===== config.mk =====
export PLATFORM = sky130hd
export DESIGN_NAME = if_fetch_unit_flat
export DESIGN_NICKNAME = d
export VERILOG_FILES = /design/src/rtl/if_fetch_unit_if.sv /design/src/rtl/if_fetch_unit.sv /design/src/flat_wrapper.sv
export SDC_FILE = /design/constraint.sdc
export NUM_CORES = 1
export LEC_CHECK = 0
export BUFFER_PORTS_ARGS = -buffer_cell sky130_fd_sc_hd__buf_2
export CORE_UTILIZATION = 55
export DETAILED_ROUTE_END_ITERATION = 8
export PLACE_DENSITY = 0.8
export SYNTH_ARGS = -nofsm -noshare
export SYNTH_HDL_FRONTEND = slang
export SYNTH_SLANG_ARGS = --single-unit

===== constraint.sdc =====
create_clock -name clk -period 11.51 [get_ports clk]
set_input_delay 1.151 -clock clk [delete_from_list [all_inputs] [get_ports clk]]
set_output_delay 1.151 -clock clk [all_outputs]
set_load 0.1 [all_outputs]

===== src/rtl/if_fetch_unit_if.sv =====
// Instruction-memory request/acknowledge bus between the fetch stage and imem.
interface if_fetch_unit_if #(
  parameter int unsigned PC_WIDTH    = 32,
  parameter int unsigned INSTR_WIDTH = 32
);
  logic                   imem_req;
  logic [PC_WIDTH-1:0]    imem_addr;
  logic                   imem_ack;
  logic [INSTR_WIDTH-1:0] imem_rdata;

  modport master (
    output imem_req,
    output imem_addr,
    input  imem_ack,
    input  imem_rdata
  );

  modport slave (
    input  imem_req,
    input  imem_addr,
    output imem_ack,
    output imem_rdata
  );
endinterface


===== src/rtl/if_fetch_unit.sv =====
// Instruction fetch stage: owns the PC, fetches over imem req/ack, prefetch FIFO, stall and redirect.
// Define FETCH_PERF_CNT_EN to add the perf_bubble_cnt output (saturating IF bubble counter).
module if_fetch_unit #(
  parameter int unsigned         PC_WIDTH    = 32,
  parameter int unsigned         INSTR_WIDTH = 32,
  parameter logic [PC_WIDTH-1:0] RESET_PC    = {PC_WIDTH{1'b0}},
  parameter int unsigned         FIFO_DEPTH  = 2
) (
  input  logic                   clk,
  input  logic                   rst_n,
  if_fetch_unit_if.master        imem,
  input  logic                   ID_STALL,
  input  logic                   redirect_en,
  input  logic [PC_WIDTH-1:0]    redirect_pc,
  output logic [INSTR_WIDTH-1:0] IF_INSTRUCTION,
  output logic [PC_WIDTH-1:0]    IF_PC,
  output logic                   IF_VALID
`ifdef FETCH_PERF_CNT_EN
  ,
  output logic [31:0]            perf_bubble_cnt
`endif
);

  localparam int unsigned         PTR_W    = (FIFO_DEPTH > 1) ? $clog2(FIFO_DEPTH) : 1;
  localparam int unsigned         CNT_W    = PTR_W + 1;
  localparam logic [CNT_W-1:0]    CNT_FULL = CNT_W'(FIFO_DEPTH);
  localparam logic [CNT_W-1:0]    CNT_ZERO = {CNT_W{1'b0}};
  localparam logic [PTR_W-1:0]    PTR_ZERO = {PTR_W{1'b0}};
  localparam logic [PTR_W-1:0]    PTR_ONE  = PTR_W'(1'b1);
  localparam logic [PC_WIDTH-1:0] PC_STEP  = PC_WIDTH'(3'd4);
  localparam logic [PC_WIDTH-1:0] PC_ALIGN = ~PC_WIDTH'(2'b11);

  typedef enum logic [1:0] {
    ST_IDLE  = 2'd0,
    ST_FETCH = 2'd1,
    ST_HOLD  = 2'd2,
    ST_DRAIN = 2'd3
  } state_t;

  state_t                 state_r;
  state_t                 state_next_s;
  logic [PC_WIDTH-1:0]    pc_r;
  logic [PC_WIDTH-1:0]    drain_addr_r;
  logic [PC_WIDTH-1:0]    fifo_pc_r    [FIFO_DEPTH];
  logic [INSTR_WIDTH-1:0] fifo_instr_r [FIFO_DEPTH];
  logic [PTR_W-1:0]       wr_ptr_r;
  logic [PTR_W-1:0]       rd_ptr_r;
  logic [CNT_W-1:0]       count_r;
  logic [CNT_W-1:0]       count_after_s;
  logic                   ack_s;
  logic                   push_s;
  logic                   pop_s;
  logic                   if_valid_s;
  logic                   imem_req_s;
  logic [PC_WIDTH-1:0]    imem_addr_s;
  logic [PC_WIDTH-1:0]    redirect_target_s;

  // FIFO push/pop qualification; redirect overrides both
  always_comb begin
    ack_s             = imem.imem_ack;
    redirect_target_s = redirect_pc & PC_ALIGN;
    if_valid_s        = (count_r != CNT_ZERO) && !redirect_en;
    pop_s             = if_valid_s && !ID_STALL;
    push_s            = (state_r == ST_FETCH) && ack_s && !redirect_en;
    count_after_s     = count_r + CNT_W'(push_s) - CNT_W'(pop_s);
  end

  // FSM state register
  always_ff @(posedge clk or negedge rst_n) begin
    if (!rst_n) begin
      state_r <= ST_IDLE;
    end else begin
      state_r <= state_next_s;
    end
  end

  // FSM next-state logic
  always_comb begin
    state_next_s = state_r;
    case (state_r)
      ST_IDLE: begin
        state_next_s = ST_FETCH;
      end
      ST_FETCH: begin
        if (redirect_en) begin
          state_next_s = ack_s ? ST_FETCH : ST_DRAIN;
        end else if (ack_s && (count_after_s == CNT_FULL)) begin
          state_next_s = ST_HOLD;
        end else begin
          state_next_s = ST_FETCH;
        end
      end
      ST_HOLD: begin
        if (redirect_en || (count_after_s != CNT_FULL)) begin
          state_next_s = ST_FETCH;
        end else begin
          state_next_s = ST_HOLD;
        end
      end
      ST_DRAIN: begin
        if (ack_s) begin
          state_next_s = ST_FETCH;
        end else begin
          state_next_s = ST_DRAIN;
        end
      end
      default: begin
        state_next_s = ST_IDLE;
      end
    endcase
  end

  // FSM outputs and IF/ID presentation (bubble reads as all-zero)
  always_comb begin
    imem_req_s  = 1'b0;
    imem_addr_s = pc_r;
    case (state_r)
      ST_FETCH: begin
        imem_req_s  = 1'b1;
        imem_addr_s = pc_r;
      end
      ST_DRAIN: begin
        imem_req_s  = 1'b1;
        imem_addr_s = drain_addr_r;
      end
      default: begin
        imem_req_s  = 1'b0;
        imem_addr_s = pc_r;
      end
    endcase
    if (if_valid_s) begin
      IF_VALID       = 1'b1;
      IF_INSTRUCTION = fifo_instr_r[rd_ptr_r];
      IF_PC          = fifo_pc_r[rd_ptr_r];
    end else begin
      IF_VALID       = 1'b0;
      IF_INSTRUCTION = {INSTR_WIDTH{1'b0}};
      IF_PC          = {PC_WIDTH{1'b0}};
    end
  end

  assign imem.imem_req  = imem_req_s;
  assign imem.imem_addr = imem_addr_s;

  // PC, drain address and FIFO bookkeeping
  always_ff @(posedge clk or negedge rst_n) begin
    if (!rst_n) begin
      pc_r         <= RESET_PC;
      drain_addr_r <= RESET_PC;
      wr_ptr_r     <= PTR_ZERO;
      rd_ptr_r     <= PTR_ZERO;
      count_r      <= CNT_ZERO;
    end else if (redirect_en) begin
      pc_r     <= redirect_target_s;
      wr_ptr_r <= PTR_ZERO;
      rd_ptr_r <= PTR_ZERO;
      count_r  <= CNT_ZERO;
      // The unacked request keeps its original address on the bus until it drains
      if ((state_r == ST_FETCH) && !ack_s) begin
        drain_addr_r <= pc_r;
      end else begin
        drain_addr_r <= drain_addr_r;
      end
    end else begin
      if (push_s) begin
        pc_r     <= pc_r + PC_STEP;
        wr_ptr_r <= wr_ptr_r + PTR_ONE;
      end else begin
        pc_r     <= pc_r;
        wr_ptr_r <= wr_ptr_r;
      end
      if (pop_s) begin
        rd_ptr_r <= rd_ptr_r + PTR_ONE;
      end else begin
        rd_ptr_r <= rd_ptr_r;
      end
      count_r <= count_after_s;
    end
  end

  // FIFO storage; entries are only observed while count_r is non-zero
  always_ff @(posedge clk) begin
    if (push_s) begin
      fifo_pc_r[wr_ptr_r]    <= pc_r;
      fifo_instr_r[wr_ptr_r] <= imem.imem_rdata;
    end
  end

`ifdef FETCH_PERF_CNT_EN
  logic [31:0] perf_cnt_r;

  // Saturating count of bubble cycles once fetching has started
  always_ff @(posedge clk or negedge rst_n) begin
    if (!rst_n) begin
      perf_cnt_r <= 32'd0;
    end else if ((state_r != ST_IDLE) && !if_valid_s && (perf_cnt_r != 32'hFFFF_FFFF)) begin
      perf_cnt_r <= perf_cnt_r + 32'd1;
    end else begin
      perf_cnt_r <= perf_cnt_r;
    end
  end

  assign perf_bubble_cnt = perf_cnt_r;
`endif

endmodule


===== src/flat_wrapper.sv =====
// flat-port wrapper written by rule: the top's interface ports become plain ports
module if_fetch_unit_flat 
#(
  parameter int unsigned         PC_WIDTH    = 32,
  parameter int unsigned         INSTR_WIDTH = 32,
  parameter logic [PC_WIDTH-1:0] RESET_PC    = {PC_WIDTH{1'b0}},
  parameter int unsigned         FIFO_DEPTH  = 2
)
  (clk, rst_n, ID_STALL, redirect_en, redirect_pc, IF_INSTRUCTION, IF_PC, IF_VALID, imem_imem_req, imem_imem_addr, imem_imem_ack, imem_imem_rdata);
  if_fetch_unit_if #(.PC_WIDTH(PC_WIDTH), .INSTR_WIDTH(INSTR_WIDTH)) imem_i ();
  input  logic clk;
  input  logic rst_n;
  input  logic ID_STALL;
  input  logic redirect_en;
  input  logic [PC_WIDTH-1:0] redirect_pc;
  output logic [INSTR_WIDTH-1:0] IF_INSTRUCTION;
  output logic [PC_WIDTH-1:0] IF_PC;
  output logic IF_VALID;
  output wire logic [$bits(imem_i.imem_req)-1:0] imem_imem_req;
  output wire logic [$bits(imem_i.imem_addr)-1:0] imem_imem_addr;
  input wire logic [$bits(imem_i.imem_ack)-1:0] imem_imem_ack;
  input wire logic [$bits(imem_i.imem_rdata)-1:0] imem_imem_rdata;
  assign imem_imem_req = imem_i.imem_req;
  assign imem_imem_addr = imem_i.imem_addr;
  assign imem_i.imem_ack = imem_imem_ack;
  assign imem_i.imem_rdata = imem_imem_rdata;
  if_fetch_unit #(.PC_WIDTH(PC_WIDTH), .INSTR_WIDTH(INSTR_WIDTH), .RESET_PC(RESET_PC), .FIFO_DEPTH(FIFO_DEPTH)) u_core (.clk(clk), .rst_n(rst_n), .imem(imem_i), .ID_STALL(ID_STALL), .redirect_en(redirect_en), .redirect_pc(redirect_pc), .IF_INSTRUCTION(IF_INSTRUCTION), .IF_PC(IF_PC), .IF_VALID(IF_VALID));
endmodule

==> impl_metrics.csv, run 1 <==
group,metric,value,unit
cts,cts_tree,"built",
sta,fin_crit,4.049,ns
logic_synthesis,async_flop_share,0.3474,
sta,relSlewSlack,0.1722,
cts,clockBufferDepth,2,
critical_path,cp_slowest_cell,"buf_4",
cts,htree_levels,4,
sta,hold_viol_final,0,
power,power_density,232.8,nW/um^2
floorplanning,dieHeight,124.1,um
logic_synthesis,synthTopCellsByArea,"edfxtp_1 45%, dfrtp_1 20%, mux2_2 8.0%",
sta,slew_violations,0,
detailed_routing,final_antenna_net_count,0,
logic_synthesis,ys_ff_latch,190,
critical_path,cp-end-kind,"output port",
flow_run,drv_cap,0,
sta,tightest_slew,1.239,ns
grt,grt_pass1_wl,25220,um
grt,antenna_found_initial,0,
detailed_routing,routed_via_density,5.600,
grt,grt_max_degree,67,
floorplanning,dieArea,15410,um^2
cts,post_cts_buffers,0,
power,ir_drop,158.3,uV
logic_synthesis,synth_top_area_cell,"edfxtp_1",
placed_design,globalplace.congestion,0.8314,
cts,ctsHoldBuffers,0,
sta,hold_ws,0.4905,ns
cts,cts_buffers,17,
critical_path,cp_max_fo,63,
cts,clk_pin_slew,0.06,ns
critical_path,start_kind,"input pin",
run_status,status,"completed",
sta,rsz0062_at_grt,"no",
final_layout,nets,818,
floorplanning,io_pins,167,
critical_path,cp.arrival,2.90,ns
grt,grt_pass1_vias,5069,
hold_path,hold_class,"flop to flop",
logic_synthesis,synth_common_cells,"124 x edfxtp_1, 87 x nor2_1, 66 x dfrtp_1, 64 x mux2i_1, 58 x mux2_2",
placed_design,dp_hpwl,10620,um
sta,period_share,0.3518,
logic_synthesis,postSynthCellCount,602,
floorplanning,chipWidth,124.1,um
detailed_routing,dr.pass1.iters,5,
floorplanning,start_util,0.5644,
critical_path,critPathBufInv,4,
cts,root_buffer,"clkbuf_16",
sta,tns,0,ns
logic_synthesis,synth_cell_type_count,41,
power,p_leak,3.773,nW
critical_path,path_class,"input pin to output port",
detailed_routing,drc,0,
logic_synthesis,synthFlopType,"edfxtp_1",
detailed_routing,route.detailed.wl_per_inst,17.26,um
final_layout,area_delta_synth_final,18.58,%
cts,cts_resized,0,
final_layout,diodes,0,
sta,setup_viol,0,
critical_path,cp_cell_sequence,"buf_2 > clkinv_1 > o21ai_4 > buf_4 > nor2_1 > buf_2",
cts,clk_latency,0.43,ns
sta,max_freq,247.0,MHz
floorplanning,core,14530,um^2
detailed_routing,vias,5281,
floorplanning,core.rowCount,44,
logic_synthesis,yosysMostFrequentCell,"edfxtp_1",
logic_synthesis,syn_area,8203,um^2
detailed_routing,drt-initial-drc-count,360,
logic_synthesis,syn_area_per_cell,13.63,um^2
critical_path,slowest_delay,0.56,ns
logic_synthesis,ys_seq_area_frac,0.6553,
cts,cts_sinks,190,
logic_synthesis,synth-edff-count,124,
placed_design,placed_cell_area,9123,um^2
grt,track_usage,0.2199,
final_layout,final_layout_size_suffix_gt1_frac,0.3452,
logic_synthesis,yosysWarnings,0,
logic_synthesis,yosysTopAreaCellShare,0.4539,
critical_path,crit_top_cell,"buf_2",
sta,finClkSkew,0.005343,ns
critical_path,critPathRequiredTime,10.36,ns
critical_path,crit_family,"buffers and inverters",
placed_design,port_buffers,160,
final_layout,postLayoutCellArea,9727,um^2
grt,overflow,0,
detailed_routing,wl,16280,um
cells in the final DEF, fill, tap and decap left out, types with 2 or more instances in the layout:
cell type	instances
or4_1	19
clkinv_2	2
buf_2	160
mux2_2	58
a31oi_1	18
edfxtp_1	124
o31ai_1	12
nand4_1	8
clkinv_4	2
inv_1	6
or3_1	5
o211ai_1	2
buf_4	6
xor2_1	3
o21ai_0	14
and4_1	3
nor3_1	3
nand3_1	8
clkbuf_16	20
inv_6	2
mux2i_1	64
conb_1	4
ha_1	3
mux2_1	3
dfrtp_1	65
clkbuf_1	2
clkinvlp_4	2
xnor2_1	7
nor2_1	87
nand2_1	28
path summary, 6_finish.rpt:
| path | cells past startpoint | slack, ns | start | end |
|---|---|---|---|---|
| setup / recovery | 6 | 7.46 | redirect_en | IF_INSTRUCTION[20] |
| max in group asynchronous | 2 | 9.99 | rst_n | u_core.rd_ptr_r$_DFFE_PN0P_ |
| min in group asynchronous | 2 | 0.89 | rst_n | u_core.pc_r[26]$_DFFE_PN0N_ |
| hold reg to reg | 1 | 0.49 | u_core.drain_addr_r[17]$_DFFE_PN0P_ | u_core.drain_addr_r[17]$_DFFE_PN0P_ |
| setup reg to reg | 4 | 8.86 | u_core.state_r[1]$_DFF_PN0_ | u_core.pc_r[28]$_DFFE_PN0N_ |
| hold / removal | 1 | 0.49 | u_core.drain_addr_r[17]$_DFFE_PN0P_ | u_core.drain_addr_r[17]$_DFFE_PN0P_ |
metal layers:
| layer | wire (um) | track usage |
|---|---|---|
| met1 | 7115 | 0.2900 |
| met2 | 7806 | 0.3470 |
| met3 | 954 | 0.05082 |
| met4 | 403 | 0.1012 |
| met5 | 0 | 0 |
registers in the layout (all words and copies together), names as in the netlist:
| name | flops |
|---|---|
| u_core.count_r | 2 |
| u_core.drain_addr_r | 30 |
| u_core.fifo_instr_r | 64 |
| u_core.fifo_pc_r | 60 |
| u_core.pc_r | 30 |
| u_core.rd_ptr_r | 1 |
| u_core.state_r | 2 |
| u_core.wr_ptr_r | 1 |
power by group:
group	total [mW]	switching (mW)	internal (mW)
clock	0.586	0.248	0.338
sequential	0.900	0.0786	0.822
combinational	0.778	0.601	0.177
cell type report:
class	instances	area, um^2
fillers	1069	4807
multi-input cells	364	2641
inverters	7	26.28
clock inverters	10	96.34
repair buffers	166	845.8
flip-flops and latches	190	5379
clock buffers	22	508.0
well taps	184	230.2
stage by stage:
stage / cells / power (mW) / worst slack [ns] / util
2_1_floorplan: 605 / 1.572 / 5.178 / -
3_3_place_gp: 911 / 1.676 / 7.509 / 0.6277
3_5_place_dp: 911 / 1.695 / 7.460 / 0.6277
4_1_cts: 943 / 2.280 / 7.457 / 0.6692
5_1_grt: 943 / 2.350 / 7.299 / 0.6692
6_report: 943 / 2.264 / 7.461 / 0.6692
cells by family (layout without fill, tap and decap cells):
group	Yosys count	in the layout	share of synthesized area
fa+ha+maj	3	3	0.004576
mux	125	125	0.1618
xor+xnor	11	11	0.01342
simple gates	172	172	0.1001
compound gates	49	49	0.03737
buf+inv	51	205	0.02700
other cells	1	4	0.0004572
flops	190	190	0.6553
Note: power is estimated with default switching activity, not from simulation.
==> run 2: changes to the inputs <==
==> constraint.sdc (replaced) <==
create_clock -name clk -period 3.8 [get_ports clk]
set_input_delay 0.38 -clock clk [delete_from_list [all_inputs] [get_ports clk]]
set_output_delay 0.38 -clock clk [all_outputs]
set_load 0.1 [all_outputs]
==> impl_metrics.csv, run 2 (synthesis results as in run 1) <==
group,metric,value,unit
cts,clk_latency,0.42,ns
final_layout,stdcell_count,945,
final_layout,top_register,"u_core.fifo_instr_r",
hold_path,hold_class,"input pin to async pin",
cts,clockBufferDepth,2,
cts,cts_tree,"built",
detailed_routing,vias,5340,
cts,cts_sinks,190,
floorplanning,start_util,0.5644,
grt,antenna_found_initial,0,
sta,max_freq,352.6,MHz
critical_path,cp.arrival,2.46,ns
detailed_routing,wl_met1,7380,um
final_layout,largestRegisters,"u_core.fifo_instr_r: 64 flops, u_core.fifo_pc_r: 60 flops",
final_layout,layout_commonest_cell,"buf_2",
critical_path,cp_max_fo,35,
floorplanning,io_pins,167,
grt,grt_max_degree,65,
critical_path,regToRegSetupSlack,1.14,ns
detailed_routing,dr.pass1.iters,5,
sta,period_share,0.7464,
sta,tns,0,ns
critical_path,r2r-start,"u_core.state_r[1]$_DFF_PN0_",
floorplanning,chipWidth,124.1,um
grt,grt_pass1_wl,26680,um
final_layout,nFillCells,1072,
sta,tightest_slew,1.107,ns
critical_path,start_kind,"flop",
power,report.power.total,6.663,mW
detailed_routing,wl,16920,um
grt,grt_pass1_vias,5269,
sta,slew_violations,0,
power,ir_drop,486.6,uV
critical_path,crit_end,"IF_PC[13]",
grt,overflow,0,
sta,fin_crit,2.836,ns
sta,relSlewSlack,0.2620,
sta,setup_viol,0,
floorplanning,core,14530,um^2
final_layout,mostFrequentLayoutCells,"160 x buf_2, 124 x edfxtp_1, 87 x nor2_1",
sta,rsz0062_at_grt,"no",
critical_path,cp.depth,4,
detailed_routing,drc,0,
critical_path,critPathBufInv,2,
sta,finClkSkew,0.005678,ns
detailed_routing,routed_via_density,5.651,
final_layout,final_layout_size_suffix_gt1_frac,0.3417,
power,p_leak,3.725,nW
detailed_routing,route.met2.wl,8332,um
final_layout,final_util,0.6643,
cts,root_buffer,"clkbuf_16",
floorplanning,dieHeight,124.1,um
critical_path,path_class,"flop to output port",
placed_design,port_buffers,160,
floorplanning,core.rowCount,44,
final_layout,area_delta_synth_final,17.69,%
critical_path,worstReg2RegEnd,"u_core.pc_r[30]$_DFFE_PN0N_",
critical_path,crit_family,"buffers and inverters",
placed_design,post-place-cells,913,
critical_path,critPathRequiredTime,3.42,ns
critical_path,cp_cell_sequence,"o21ai_4 > buf_4 > nor2_1 > buf_2",
critical_path,cp_slowest_cell,"o21ai_4",
detailed_routing,drt-initial-drc-count,486,
critical_path,slowest_delay,0.74,ns
grt,track_usage,0.2333,
cts,ctsHoldBuffers,0,
final_layout,diodes,0,
floorplanning,dieArea,15410,um^2
sta,hold_ws,0.06126,ns
sta,hold_viol_final,0,
cts,htree_levels,4,
detailed_routing,routed.top_layer,"met4",
critical_path,startpoint,"u_core.count_r[1]$_DFF_PN0_",
cts,post_cts_buffers,0,
detailed_routing,final_antenna_net_count,0,
cts,cts_buffers,17,
final_layout,nets,820,
cts,cts_resized,0,
flow_run,drv_cap,0,
placed_design,globalplace.congestion,0.8370,
placed_design,dp_hpwl,11220,um
critical_path,cp-end-kind,"output port",
cts,clk_pin_slew,0.06,ns
detailed_routing,dr_wl_met3,893,um
critical_path,ff2ff_path_depth,4,
detailed_routing,route.detailed.wl_per_inst,17.91,um
final_layout,largest_reg_flops,64,
run_status,status,"completed",
power,power_density,690.1,nW/um^2
[run 2: changes by cell type in the layout (fill, tap and decap cells not counted)]
cell / delta
clkinv_1: +3
clkbuf_16: -3
nor3_4: +1
clkinvlp_4: +2
clkbuf_1: +1
nor3_2: -1
inv_6: -2
buf_4: +2
inv_4: -1
bufinv_16: -1
clkinvlp_2: +1
[run 2: final cells by class]
| type | instances | area [um^2] | share of cell area |
|---|---|---|---|
| well taps | 184 | 230.2 | 0.02385 |
| flip-flops and latches | 190 | 5379 | 0.5572 |
| repair buffers | 168 | 860.8 | 0.08917 |
| clock inverters | 12 | 73.82 | 0.007646 |
| multi-input cells | 364 | 2648 | 0.2742 |
| inverters | 7 | 26.28 | 0.002722 |
| clock buffers | 20 | 436.7 | 0.04523 |
[run 2: worst min-delay path by stage]
stage                                          endpoint  slack (ns)  cells after the start
global route                u_core.pc_r[26]$_DFFE_PN0N_        0.13                      1
floorplan                   u_core.count_r[0]$_DFF_PN0_        0.08                      0
finish                      u_core.pc_r[26]$_DFFE_PN0N_        0.06                      1
CTS                         u_core.pc_r[31]$_DFFE_PN0N_        0.09                      1
detailed placement  u_core.drain_addr_r[30]$_DFFE_PN0P_        0.48                      1
global placement    u_core.drain_addr_r[18]$_DFFE_PN0P_        0.46                      1
[run 2: metrics by stage]
stage               worst slack [ns]  cell area, um^2
finish                        0.9638             9654
global route                  0.7725             9654
CTS                           0.9168             9654
detailed placement             1.117             9144
global placement               1.214             9144
floorplan                     0.1347             8219
[run 2: per-layer routing]
layer  track usage  up-vias
li1              -     2508
met1        0.3075     2624
met2        0.3805      179
met3       0.04441       29
met4       0.09598        0
met5             0        -
[run 2: power breakdown]
group          total, mW  internal, mW  leakage (nW)  switching [mW]
combinational       2.36         0.537          1.59            1.83
sequential          2.73          2.49          1.90           0.246
clock               1.56         0.826         0.234           0.738
==> run 3: changes to the inputs <==
--- a/config.mk
+++ b/config.mk
@@ -5,10 +5,11 @@
 export SDC_FILE = /design/constraint.sdc
 export NUM_CORES = 1
 export LEC_CHECK = 0
+export ABC_AREA = 1
 export BUFFER_PORTS_ARGS = -buffer_cell sky130_fd_sc_hd__buf_2
 export CORE_UTILIZATION = 55
 export DETAILED_ROUTE_END_ITERATION = 8
-export PLACE_DENSITY = 0.8
+export PLACE_DENSITY = 0.79
 export SYNTH_ARGS = -nofsm -noshare
 export SYNTH_HDL_FRONTEND = slang
 export SYNTH_SLANG_ARGS = --single-unit
==> constraint.sdc (replaced) <==
create_clock -name clk -period 2.75 [get_ports clk]
set_input_delay 0.275 -clock clk [delete_from_list [all_inputs] [get_ports clk]]
set_output_delay 0.275 -clock clk [all_outputs]
set_load 0.1 [all_outputs]
==> impl_metrics.csv, run 3 <==
group,metric,value,unit
run_status,status,"completed",
sta,fin_crit,2.333,ns
sta,max_freq,428.7,MHz
detailed_routing,wl,19980,um
cts,htree_levels,4,
cts,clk_pin_slew,0.07,ns
cts,clk_latency,0.43,ns
cts,cts_tree,"built",
grt,grt_max_degree,63,
sta,finClkSkew,0.009114,ns
sta,relSlewSlack,0.6370,
detailed_routing,final_antenna_net_count,0,
placed_design,dp_hpwl,14390,um
floorplanning,core,15890,um^2
floorplanning,core.rowCount,46,
placed_design,post-place-cells,1251,
critical_path,cp_slowest_cell,"buf_2",
logic_synthesis,syn_area,8945,um^2
final_layout,area_delta_synth_final,31.08,%
critical_path,cp_cell_sequence,"nand2_1 > inv_1 > buf_12 > nand2_1 > o21ai_0 > buf_2",
logic_synthesis,ys_seq_area_frac,0.6009,
critical_path,path_class,"flop to output port",
floorplanning,start_util,0.5631,
grt,grt_pass1_wl,31260,um
sta,tightest_slew,0.5404,ns
sta,period_share,0.8482,
final_layout,top_register,"u_core.fifo_instr_r",
logic_synthesis,synthFlopType,"edfxtp_1",
logic_synthesis,postSynthCellCount,897,
floorplanning,io_pins,167,
power,ir_drop,745.5,uV
logic_synthesis,yosysTopAreaCellShare,0.4163,
critical_path,cp.arrival,2.06,ns
final_layout,largestRegisters,"u_core.fifo_instr_r: 64 flops, u_core.fifo_pc_r: 60 flops",
hold_path,hold_class,"input pin to flop",
final_layout,final_layout_size_suffix_gt1_frac,0.2818,
power,p_leak,5.201,nW
critical_path,crit_family,"buffers and inverters",
cts,cts_sinks,190,
logic_synthesis,async_flop_share,0.3474,
logic_synthesis,yosysMostFrequentCell,"nand2_1",
final_layout,nets,1127,
grt,track_usage,0.2502,
logic_synthesis,yosysWarnings,0,
placed_design,globalplace.congestion,0.9025,
cts,cts_resized,0,
floorplanning,dieHeight,129.5,um
floorplanning,dieArea,16780,um^2
critical_path,slowest_delay,0.47,ns
logic_synthesis,synth-edff-count,124,
final_layout,mostFrequentLayoutCells,"256 x nand2_1, 124 x edfxtp_1, 110 x inv_1",
grt,overflow,0,
logic_synthesis,ys_ff_latch,190,
critical_path,critPathRequiredTime,2.48,ns
logic_synthesis,syn_area_per_cell,9.972,um^2
critical_path,critPathBufInv,3,
detailed_routing,drc,0,
critical_path,cp-end-kind,"output port",
sta,setup_viol,0,
logic_synthesis,synth_cell_type_count,37,
detailed_routing,drt-initial-drc-count,576,
sta,rsz0062_at_grt,"no",
grt,grt_pass1_vias,6221,
grt,antenna_found_initial,0,
final_layout,stdcell_count,1284,
detailed_routing,route.detailed.wl_per_inst,15.56,um
floorplanning,chipWidth,129.5,um
sta,slew_violations,0,
logic_synthesis,synth_top_area_cell,"edfxtp_1",
final_layout,largest_reg_flops,64,
critical_path,crit_top_cell,"nand2_1",
critical_path,cp_max_fo,52,
flow_run,drv_cap,0,
final_layout,diodes,0,
critical_path,start_kind,"flop",
cts,cts_buffers,17,
cts,root_buffer,"clkbuf_16",
logic_synthesis,synth_common_cells,"256 x nand2_1, 124 x edfxtp_1, 110 x inv_1, 66 x dfrtp_1, 64 x nor2_1",
power,power_density,851.4,nW/um^2
detailed_routing,vias,6628,
detailed_routing,dr.pass1.iters,5,
cts,clockBufferDepth,2,
placed_design,port_buffers,160,
sta,hold_ws,0.03549,ns
sta,hold_viol_final,0,
final_layout,layout_commonest_cell,"nand2_1",
logic_synthesis,synthTopCellsByArea,"edfxtp_1 42%, dfrtp_1 18%, nand2_1 11%",
detailed_routing,routed_via_density,5.162,
## run 3: changes by cell type in the layout (fill, tap and decap cells not counted), moves of 9 or more
cell	previous run	this run
o21ai_1	0	32
buf_12	0	84
or4_1	19	0
mux2i_1	64	0
buf_2	160	81
nand2_2	0	9
a31oi_1	18	2
inv_1	6	110
o31ai_1	12	0
o21ai_0	14	39
nand2_1	28	256
nor2_1	87	62
nand3_1	8	39
## run 3: path summary, 6_finish.rpt
kind / from / end / slack, ns / cells after the start
hold reg to reg: u_core.count_r[1]$_DFF_PN0_ / u_core.count_r[1]$_DFF_PN0_ / 0.49 / 1
hold / removal: imem_imem_rdata[15] / u_core.fifo_instr_r[0][15]$_DFFE_PP_ / 0.04 / 1
setup / recovery: u_core.state_r[0]$_DFF_PN0_ / imem_imem_addr[24] / 0.42 / 6
setup reg to reg: u_core.state_r[1]$_DFF_PN0_ / u_core.fifo_instr_r[0][18]$_DFFE_PP_ / 0.63 / 6
max in group asynchronous: rst_n / u_core.pc_r[7]$_DFFE_PN0N_ / 1.71 / 3
min in group asynchronous: rst_n / u_core.drain_addr_r[27]$_DFFE_PN0P_ / 0.30 / 2
## run 3: cell families (layout without fill, tap and decap cells)
kind of cell / after synthesis / in the layout / synth area share
and+or+nand+nor: 384 / 384 / 0.1793
buffers and inverters: 156 / 324 / 0.07274
other: 1 / 4 / 0.0004192
AOI/OAI and AO/OA: 94 / 94 / 0.05749
DFF: 190 / 190 / 0.6009
muxes: 62 / 62 / 0.07805
adders and majority gates: 3 / 3 / 0.004197
xor gates and xnor gates: 7 / 7 / 0.006854
## run 3: per-stage QoR
stage | total power [mW] | setup WS (ns) | util | cell area [um^2] | TNS [ns]
after CTS | 10.03 | 0.3819 | 0.7381 | 11730 | 0
after floorplan | 6.521 | -0.3510 | - | 8971 | -10.53
after global placement | 7.754 | 0.6885 | 0.7044 | 11190 | 0
after detailed placement | 7.837 | 0.6459 | 0.7044 | 11190 | 0
after global routing | 10.38 | 0.2316 | 0.7381 | 11730 | 0
final | 9.982 | 0.4173 | 0.7381 | 11730 | 0
## run 3: power breakdown
part	switching, mW	internal (mW)	total, mW
logic	2.87	1.24	4.10
registers	0.239	3.43	3.67
clock network	1.05	1.16	2.21
total	4.16	5.83	9.98
## run 3: per-layer routing
metal  up-vias  global-route usage  routed length [um]
met1      3125              0.3251                8426
met2       227              0.4073                9512
met4         0              0.1005                 571
met3        39             0.06028                1466
met5         -                   0                   0
li1       3237                   -                   -
## run 3: cell type report
cell class / count / area, um^2
multi-input combinational: 554 / 2945
tap: 216 / 270.3
fill: 1084 / 4160
timing repair buffer: 175 / 2165
clock buffer: 19 / 432.9
clock inverter: 13 / 92.59
inverter: 117 / 442.9
sequential: 190 / 5376
## run 3: timing repair
item | 4_1_cts | 5_1_grt
hold buffers | 1 | 0
endpoints found under the hold margin | 15 | 0
buffers inserted | 0 | 0
